<file path="src/rtl/wb_regfile_pkg.sv">
// Shared types and constants for the writeback stage and register file.
package wb_regfile_pkg;

  typedef enum logic [2:0] {
    WB_ALU   = 3'd0,
    WB_MEM   = 3'd1,
    WB_LINK  = 3'd2,
    WB_IMM   = 3'd3,
    WB_PCIMM = 3'd4
  } wb_src_t;

  localparam logic [4:0]  REG_ZERO    = 5'd0;
  localparam int unsigned LINK_OFFSET = 4;

endpackage

</file>
<file path="src/rtl/wb_regfile_mux.sv">
// Writeback source select: picks ALU, load, link, LUI or AUIPC value.
module wb_mux
  import wb_regfile_pkg::*;
#(
  parameter int unsigned DM_ADDRESS = 9,
  parameter int unsigned DATA_W     = 32
) (
  input  logic [2:0]            src_i,
  input  logic [DM_ADDRESS-1:0] pc_i,
  input  logic [DATA_W-1:0]     imm_i,
  input  logic [DATA_W-1:0]     alu_i,
  input  logic [DATA_W-1:0]     mem_i,
  output logic [DATA_W-1:0]     wb_data_o
);

  wb_src_t           src;
  logic [DATA_W-1:0] pc_ext;

  assign src    = wb_src_t'(src_i);
  // PC is zero-extended so link/AUIPC sums never pick up sign bits.
  assign pc_ext = DATA_W'(pc_i);

  always_comb begin
    wb_data_o = alu_i;
    case (src)
      WB_ALU:   wb_data_o = alu_i;
      WB_MEM:   wb_data_o = mem_i;
      WB_LINK:  wb_data_o = pc_ext + DATA_W'(LINK_OFFSET);
      WB_IMM:   wb_data_o = imm_i;
      WB_PCIMM: wb_data_o = pc_ext + imm_i;
      default:  wb_data_o = alu_i;
    endcase
  end

endmodule

</file>
<file path="src/rtl/wb_regfile.sv">
// Writeback stage plus 32x32 register file with write-through read bypass,
// forwarding outputs, a registered commit trace and a commit counter.
module wb_regfile
  import wb_regfile_pkg::*;
#(
  parameter int unsigned DM_ADDRESS = 9,
  parameter int unsigned DATA_W     = 32,
  parameter int unsigned NUM_REGS   = 32
) (
  input  logic                  clk,
  input  logic                  rst,
  input  logic [DATA_W-1:0]     MemRdDataIn,
  input  logic [DATA_W-1:0]     MemALUresultIn,
  input  logic                  RegWrtEnIn,
  input  logic [2:0]            RegWrtSrcIn,
  input  logic [4:0]            RegDstIn,
  input  logic [DM_ADDRESS-1:0] PCin,
  input  logic [DATA_W-1:0]     immIn,
  input  logic [4:0]            RdAddrA,
  input  logic [4:0]            RdAddrB,
  output logic [DATA_W-1:0]     RdDataA,
  output logic [DATA_W-1:0]     RdDataB,
  output logic [DATA_W-1:0]     WBDataOut,
  output logic [4:0]            WBDstOut,
  output logic                  WBEnOut,
  output logic                  TraceValid,
  output logic [4:0]            TraceDst,
  output logic [DATA_W-1:0]     TraceData,
  output logic [31:0]           CommitCount
);

  logic [DATA_W-1:0] wb_data;
  logic              wen;

  logic [DATA_W-1:0] regs_q [NUM_REGS];

  logic              trace_valid_q, trace_valid_d;
  logic [4:0]        trace_dst_q,   trace_dst_d;
  logic [DATA_W-1:0] trace_data_q,  trace_data_d;
  logic [31:0]       commit_cnt_q,  commit_cnt_d;

  wb_mux #(
    .DM_ADDRESS (DM_ADDRESS),
    .DATA_W     (DATA_W)
  ) u_mux (
    .src_i     (RegWrtSrcIn),
    .pc_i      (PCin),
    .imm_i     (immIn),
    .alu_i     (MemALUresultIn),
    .mem_i     (MemRdDataIn),
    .wb_data_o (wb_data)
  );

  // Reset gates the enable so an in-flight writeback is dropped.
  assign wen = RegWrtEnIn && (RegDstIn != REG_ZERO) && !rst;

  assign WBDataOut = wb_data;
  assign WBDstOut  = RegDstIn;
  assign WBEnOut   = wen;

  always_comb begin
    RdDataA = '0;
    if (!rst && (RdAddrA != REG_ZERO)) begin
      if (wen && (RdAddrA == RegDstIn)) RdDataA = wb_data;
      else                              RdDataA = regs_q[RdAddrA];
    end
  end

  always_comb begin
    RdDataB = '0;
    if (!rst && (RdAddrB != REG_ZERO)) begin
      if (wen && (RdAddrB == RegDstIn)) RdDataB = wb_data;
      else                              RdDataB = regs_q[RdAddrB];
    end
  end

  always_ff @(posedge clk) begin
    if (rst) begin
      for (int unsigned i = 0; i < NUM_REGS; i++) regs_q[i] <= '0;
    end else if (wen) begin
      regs_q[RegDstIn] <= wb_data;
    end
  end

  always_comb begin
    trace_valid_d = wen;
    trace_dst_d   = trace_dst_q;
    trace_data_d  = trace_data_q;
    commit_cnt_d  = commit_cnt_q;
    if (wen) begin
      trace_dst_d  = RegDstIn;
      trace_data_d = wb_data;
      commit_cnt_d = commit_cnt_q + 32'd1;
    end
  end

  always_ff @(posedge clk) begin
    if (rst) begin
      trace_valid_q <= 1'b0;
      trace_dst_q   <= '0;
      trace_data_q  <= '0;
      commit_cnt_q  <= '0;
    end else begin
      trace_valid_q <= trace_valid_d;
      trace_dst_q   <= trace_dst_d;
      trace_data_q  <= trace_data_d;
      commit_cnt_q  <= commit_cnt_d;
    end
  end

  assign TraceValid  = trace_valid_q;
  assign TraceDst    = trace_dst_q;
  assign TraceData   = trace_data_q;
  assign CommitCount = commit_cnt_q;

endmodule

</file>
<file path="config.mk">
export PLATFORM = sky130hd
export DESIGN_NAME = wb_regfile
export DESIGN_NICKNAME = d
export VERILOG_FILES = /design/src/rtl/wb_regfile_pkg.sv /design/src/rtl/wb_regfile_mux.sv /design/src/rtl/wb_regfile.sv
export SDC_FILE = /design/constraint.sdc
export NUM_CORES = 2
export LEC_CHECK = 0
export ABC_AREA = 0
export BUFFER_PORTS_ARGS = -buffer_cell sky130_fd_sc_hd__buf_2
export CAP_MARGIN = 10
export CORE_ASPECT_RATIO = 2
export CORE_MARGIN = 8
export CORE_UTILIZATION = 32
export CTS_CLUSTER_DIAMETER = 80
export CTS_CLUSTER_SIZE = 14
export DETAILED_ROUTE_END_ITERATION = 12
export PLACE_DENSITY_LB_ADDON = 0.12
export SYNTH_ARGS = -nofsm -noshare
export SYNTH_HDL_FRONTEND = slang
export SYNTH_SLANG_ARGS = --single-unit
</file>
<file path="constraint.sdc">
create_clock -name clk -period 9.4 [get_ports clk]
set_input_delay 1.88 -clock clk [delete_from_list [all_inputs] [get_ports clk]]
set_output_delay 1.88 -clock clk [all_outputs]
set_load 0.02 [all_outputs]
</file>
Word level (Yosys, flattened, before mapping)
Memory sizes are Yosys's and may differ from the RTL's.
Index checks and enable logic that the tools add are counted.
W data, S select, Z words.
{"block": "totals", "regBits": 70, "latch_bits": 0, "ram_bits": 1024, "romBits": 0, "input_bits": 126, "out_inout_bits": 172, "wordCells": 38, "mem_count": 1}
{"memory": "regs_q", "depth": 32, "width": 32, "read_ports": 2, "rd_ports_with_merged_regs": 0, "write_ports": 32, "line": "wb_regfile.sv:35", "rtl": "logic [DATA_W-1:0] regs_q [NUM_REGS];"}
{"block": "classes", "add_sub_neg": 3, "n_mul": 0, "n_div": 0, "n_lt_le_gt_ge": 0, "eq_ne": 6, "n_shift": 0, "mux": 13, "bitwise": 0, "n_reduce_logical": 11}
{"op": "$mux W32", "n": 5}
{"op": "$pmux W32 S4", "n": 1}
{"op": "$add A32 B1 Y32 const B", "n": 1}
{"op": "$add A9 B32 Y32", "n": 1}
{"op": "$reduce_or A32 Y1", "n": 1}
{"op": "$reduce_bool A5 Y1", "n": 3}
{"op": "$add A9 B3 Y10 const B", "n": 1}
{"op": "$eq A5 B5 Y1", "n": 2}
{"op": "$eq A3 B2 Y1 const B", "n": 2}
{"op": "$logic_and A1 B1 Y1", "n": 6}
{"op": "$mux W1", "n": 6}
{"op": "$mux W5", "n": 1}
{"op": "$eq A3 B1 Y1 const B", "n": 1}
{"op": "$eq A3 B3 Y1 const B", "n": 1}
{"op": "$logic_not A1 Y1", "n": 1}

Depth between registers and ports, before layout
{"block": "depth", "ltp_word": 8, "depth_mapped": 11, "mapped_depth_nobuf": 10}

Hierarchy
A second synthesis with hierarchy kept.
{"block": "unflattened", "cells_unflattened": 4304, "hier_area_um2": 59804.9}
{"module": "wb_regfile", "instances": 1, "cells_per_inst": 3942, "area_each_um2": 57428.8}
{"module": "wb_mux", "instances": 1, "cells_per_inst": 362, "area_each_um2": 2376.0}

Least setup slack after synthesis
No wires, ideal clock.
{"block": "synth_timing", "path_kind": "input to output", "start": "in PCin[0]", "end": "out RdDataA[14]", "t_arrival_ns": 4.209, "required_time_ns": 7.520, "setup_slack_ns": 3.311, "stages": 9, "cell_sequence": "ha_1 -> fa_1 -> a21o_1 -> and3_1 -> o211ai_4 -> a211oi_1 -> a211o_1 -> clkbuf_1 -> o21ai_0"}
{"block": "synth_between", "elab_chain_len": 4}
{"item": "start, declared", "line": "wb_regfile.sv:17", "rtl": "input logic [DM_ADDRESS-1:0] PCin,"}
{"item": "$add A9 B32 Y32", "line": "wb_regfile_mux.sv:30", "rtl": "WB_PCIMM: wb_data_o = pc_ext + imm_i;"}
{"item": "$pmux W32 S4", "line": "wb_regfile_mux.sv:25", "rtl": "case (src)"}
{"item": "$mux W32", "line": "wb_regfile.sv:64", "rtl": "if (wen && (RdAddrA == RegDstIn)) RdDataA = wb_data;"}
{"item": "$mux W32", "line": "wb_regfile.sv:63", "rtl": "if (!rst && (RdAddrA != REG_ZERO)) begin"}
{"item": "end, declared", "line": "wb_regfile.sv:21", "rtl": "output logic [DATA_W-1:0] RdDataA,"}
Every way passes these cells.

Worst setup path in the final report
{"block": "layout_timing", "start": "in PCin[7]", "end": "out RdDataB[27]"}
{"block": "layout_between", "elab_chain_len": 4}
{"item": "$add A9 B32 Y32", "line": "wb_regfile_mux.sv:30"}
{"item": "$pmux W32 S4", "line": "wb_regfile_mux.sv:25"}
{"item": "$mux W32", "line": "wb_regfile.sv:72", "rtl": "if (wen && (RdAddrB == RegDstIn)) RdDataB = wb_data;"}
{"item": "$mux W32", "line": "wb_regfile.sv:71", "rtl": "if (!rst && (RdAddrB != REG_ZERO)) begin"}
{"item": "end, declared", "line": "wb_regfile.sv:22", "rtl": "output logic [DATA_W-1:0] RdDataB,"}
Every way passes these cells.

==> flow_summary.yaml <==
synth:
  netlist_area_mm2: 0.0584
  syn_inst: 4803
  synth_xor_area_frac: 0.00839
  yosys.area_share.simple: 0.105
  ys.flop_type: "edfxtp_1"
  synth_top_area_frac: 0.526
  async_flop_share: 0
  yosysUniqueCellTypes: 85
  synth_fa_ha_area_frac: 0.00287
  ys_seq_elements: 1094
  syn_avg_cell_area_um2: 12.2
  yosysTopAreaCell: "edfxtp_1"
  synth_top_family_by_area: "multiplexers"
  synthTopCellsByArea: "edfxtp_1 53%, mux4_2 10%, mux2i_1 8.8%, nor2_1 7.7%, a221oi_1 3.7%"
  synth_enable_flop_cells: 1024
  synth-seq-area-share: 0.550
  synthMuxAreaShare: 0.194
  ys_warn_count: 0
  synth_compound_area_frac: 0.100
cts:
  path_clk_slew_ps: 70
  cts_tree: "built"
  cts-root-buf: "clkbuf_16"
  cts_buffer_depth: 3
  hold_buffers: 0
  cts.sinks: 1094
  post_cts_buffers: 0
  worstSkewPairLatency_ps: 700
  cts_made_buffers: 89
  cts_resized: 0
  htree_num_levels: 3
hold_path:
  hold_depth: 2
  hold_path.class: "reg2reg"
  hold_path_end: "TraceData[10]$_SDFFE_PP0P_"
  hold_path_startpoint: "TraceData[10]$_SDFFE_PP0P_"
drt:
  antenna_left: 0
  drc: 0
  routed_wl_um: 275000
  vias_per_cell: 6.14
  drtIter0Drc: 5591
  dr.pass1.iters: 8
  vias: 44900
  wire_per_inst_um: 37.6
critical_path:
  cp_slowest_stage_delay_ps: 950
  cp_max_fo: 17
  critPathKind: "in2out"
  crit_chain: "buf_2 -> ha_1 -> and4_1 -> nand2_1 -> o2bb2ai_2 -> nand4b_1 -> and3_1 -> nor3_4 -> o21ai_0 -> buf_2"
  worst_ep_required_time_ps: 7520
  ff2ff_setup_slack_ps: 7100
  crit_family: "simple AND/OR/NAND/NOR gates"
  critical_path_arrival_ps: 6080
  critPathCaptureType: "primary output"
  r2r_start: "CommitCount[10]$_SDFFE_PP0P_"
  r2r_cells: 7
  path_common_cell: "buf_2"
  start_kind: "input pin"
  cp.buffers_inverters: 2
  worst_r2r_endpoint: "CommitCount[20]$_SDFFE_PP0P_"
  slowest_stage: "nor3_4"
power:
  power_density_mw_per_mm2: 174
  finalPower_mw: 11.4
  p_leak_nw: 23.7
  ir_drop_uv: 160
timing:
  min_period_over_period: 0.846
  min_period_ps: 7960
  relSlewSlack: 0.113
  slew_viol_final: 0
  final_hold_viol_count: 0
  fin_tns_setup_ps: 0
  tightest_slew_ps: 1320
  rsz0062_at_grt: "no"
  fmax_ghz: 0.126
  fin_ws_ps: 1440
  fin_skew_ps: 10.2
  setup_viol: 0
run:
  max_cap_violations: 0
placement:
  detailedPlace.worstSlack_ps: 1510
  hpwl_um: 169000
  gp_congestion: 0.876
  io_buffers: 297
cells_and_area:
  finalNetCount: 5062
  area_growth_pct: 11.9
  layout_common_cells: "1190 x nor2_1, 1024 x edfxtp_1, 515 x mux2i_1"
  fillers: 17800
  final_common_cell: "nor2_1"
  drive_above_1_share: 0.205
floorplan:
  start_util: 0.321
  die_h_um: 620
  num_io_pins: 298
  core_mm2: 0.182
  dieArea_mm2: 0.197
  rows: 222
  fp.dieW_um: 318
global_route:
  grt-ovfl-total: 0
  antenna_found_initial: 30
  grt_pass1_wl_um: 371000
  grt_usage: 0.268
  grt_pass1_vias: 44400
  grt_max_degree: 98
run_status:
  status: "complete, no violations"
-- tightest hold or removal path, delay by kind of cell, from the launching register on --
family	cells	cell delay [ps]
DFF	1	310
and+or+nand+nor	1	50
AOI/OAI and AO/OA	1	50
-- worst max-delay path by stage --
stage,cells after the start,to,from
floorplan,9,RdDataA[14],PCin[0]
global placement,10,RdDataB[27],PCin[7]
detailed placement,10,RdDataB[27],PCin[7]
CTS,10,RdDataB[27],PCin[7]
global route,10,RdDataB[27],PCin[7]
finish,10,RdDataB[27],PCin[7]
-- state kept, by name, indices dropped and copies added, names as in the netlist --
signal,cells
TraceData,32
TraceValid,1
TraceDst,5
CommitCount,32
regs_q,1024
-- cell type report --
class / count / area [µm²] / share of cell area
Timing Repair Buffer: 485 / 3130 / 0.0479
Sequential cell: 1094 / 32200 / 0.491
Inverter: 47 / 184 / 0.00281
Tap cell: 2352 / 2940 / 0.0450
Clock inverter: 8 / 97.6 / 0.00149
Clock buffer: 105 / 2340 / 0.0358
Antenna cell: 11 / 27.5 / 0.000421
Multi-Input combinational cell: 3207 / 24500 / 0.375
-- cells in the mapped netlist, types with 17 or more instances --
library cell	instances
inv_1	39
mux4_2	271
mux2i_1	515
a211oi_1	17
a22oi_1	189
clkbuf_1	295
nand2b_1	35
a21oi_1	43
nor2_1	1193
xnor2_1	22
nand2_1	115
buf_2	145
nand3_1	43
buf_1	26
a221oi_1	250
xor2_1	34
dfxtp_1	70
o21ai_0	225
edfxtp_1	1024
-- metal layers --
layer | global-route usage | share of wire | routed length, µm
met1 | 0.329 | 0.38 | 105000
met2 | 0.449 | 0.48 | 131000
met3 | 0.0491 | 0.079 | 21700
met4 | 0.136 | 0.058 | 16000
met5 | 0 | 0.00019 | 53
-- cells by family (layout without fill, tap and decap cells) --
family	count (synthesis)	count (layout)
AND/OR/NAND/NOR	1505	1505
flip-flops	1094	1094
AO/OA/AOI/OAI	808	808
multiplexers	793	793
buffers and inverters	533	645
XOR/XNOR	56	56
adder cells (fa/ha/maj)	13	13
other	1	43
-- per-stage QoR --
step	hold slack [ps]	instance area (µm²)	std cells	util
finish	457	65400	7309	0.359
global route	492	65400	7303	0.359
CTS	457	65400	7296	0.359
detailed placement	447	62900	7183	0.345
global placement	445	62900	7183	0.345
floorplan	535	58600	4834	-
-- power breakdown --
group          total (mW)  internal, mW  switching (mW)
clock network        3.62          1.76            1.87
registers            5.72          5.58           0.134
logic                2.04         0.618            1.42
No activity file was read; power rests on OpenSTA's default activity.
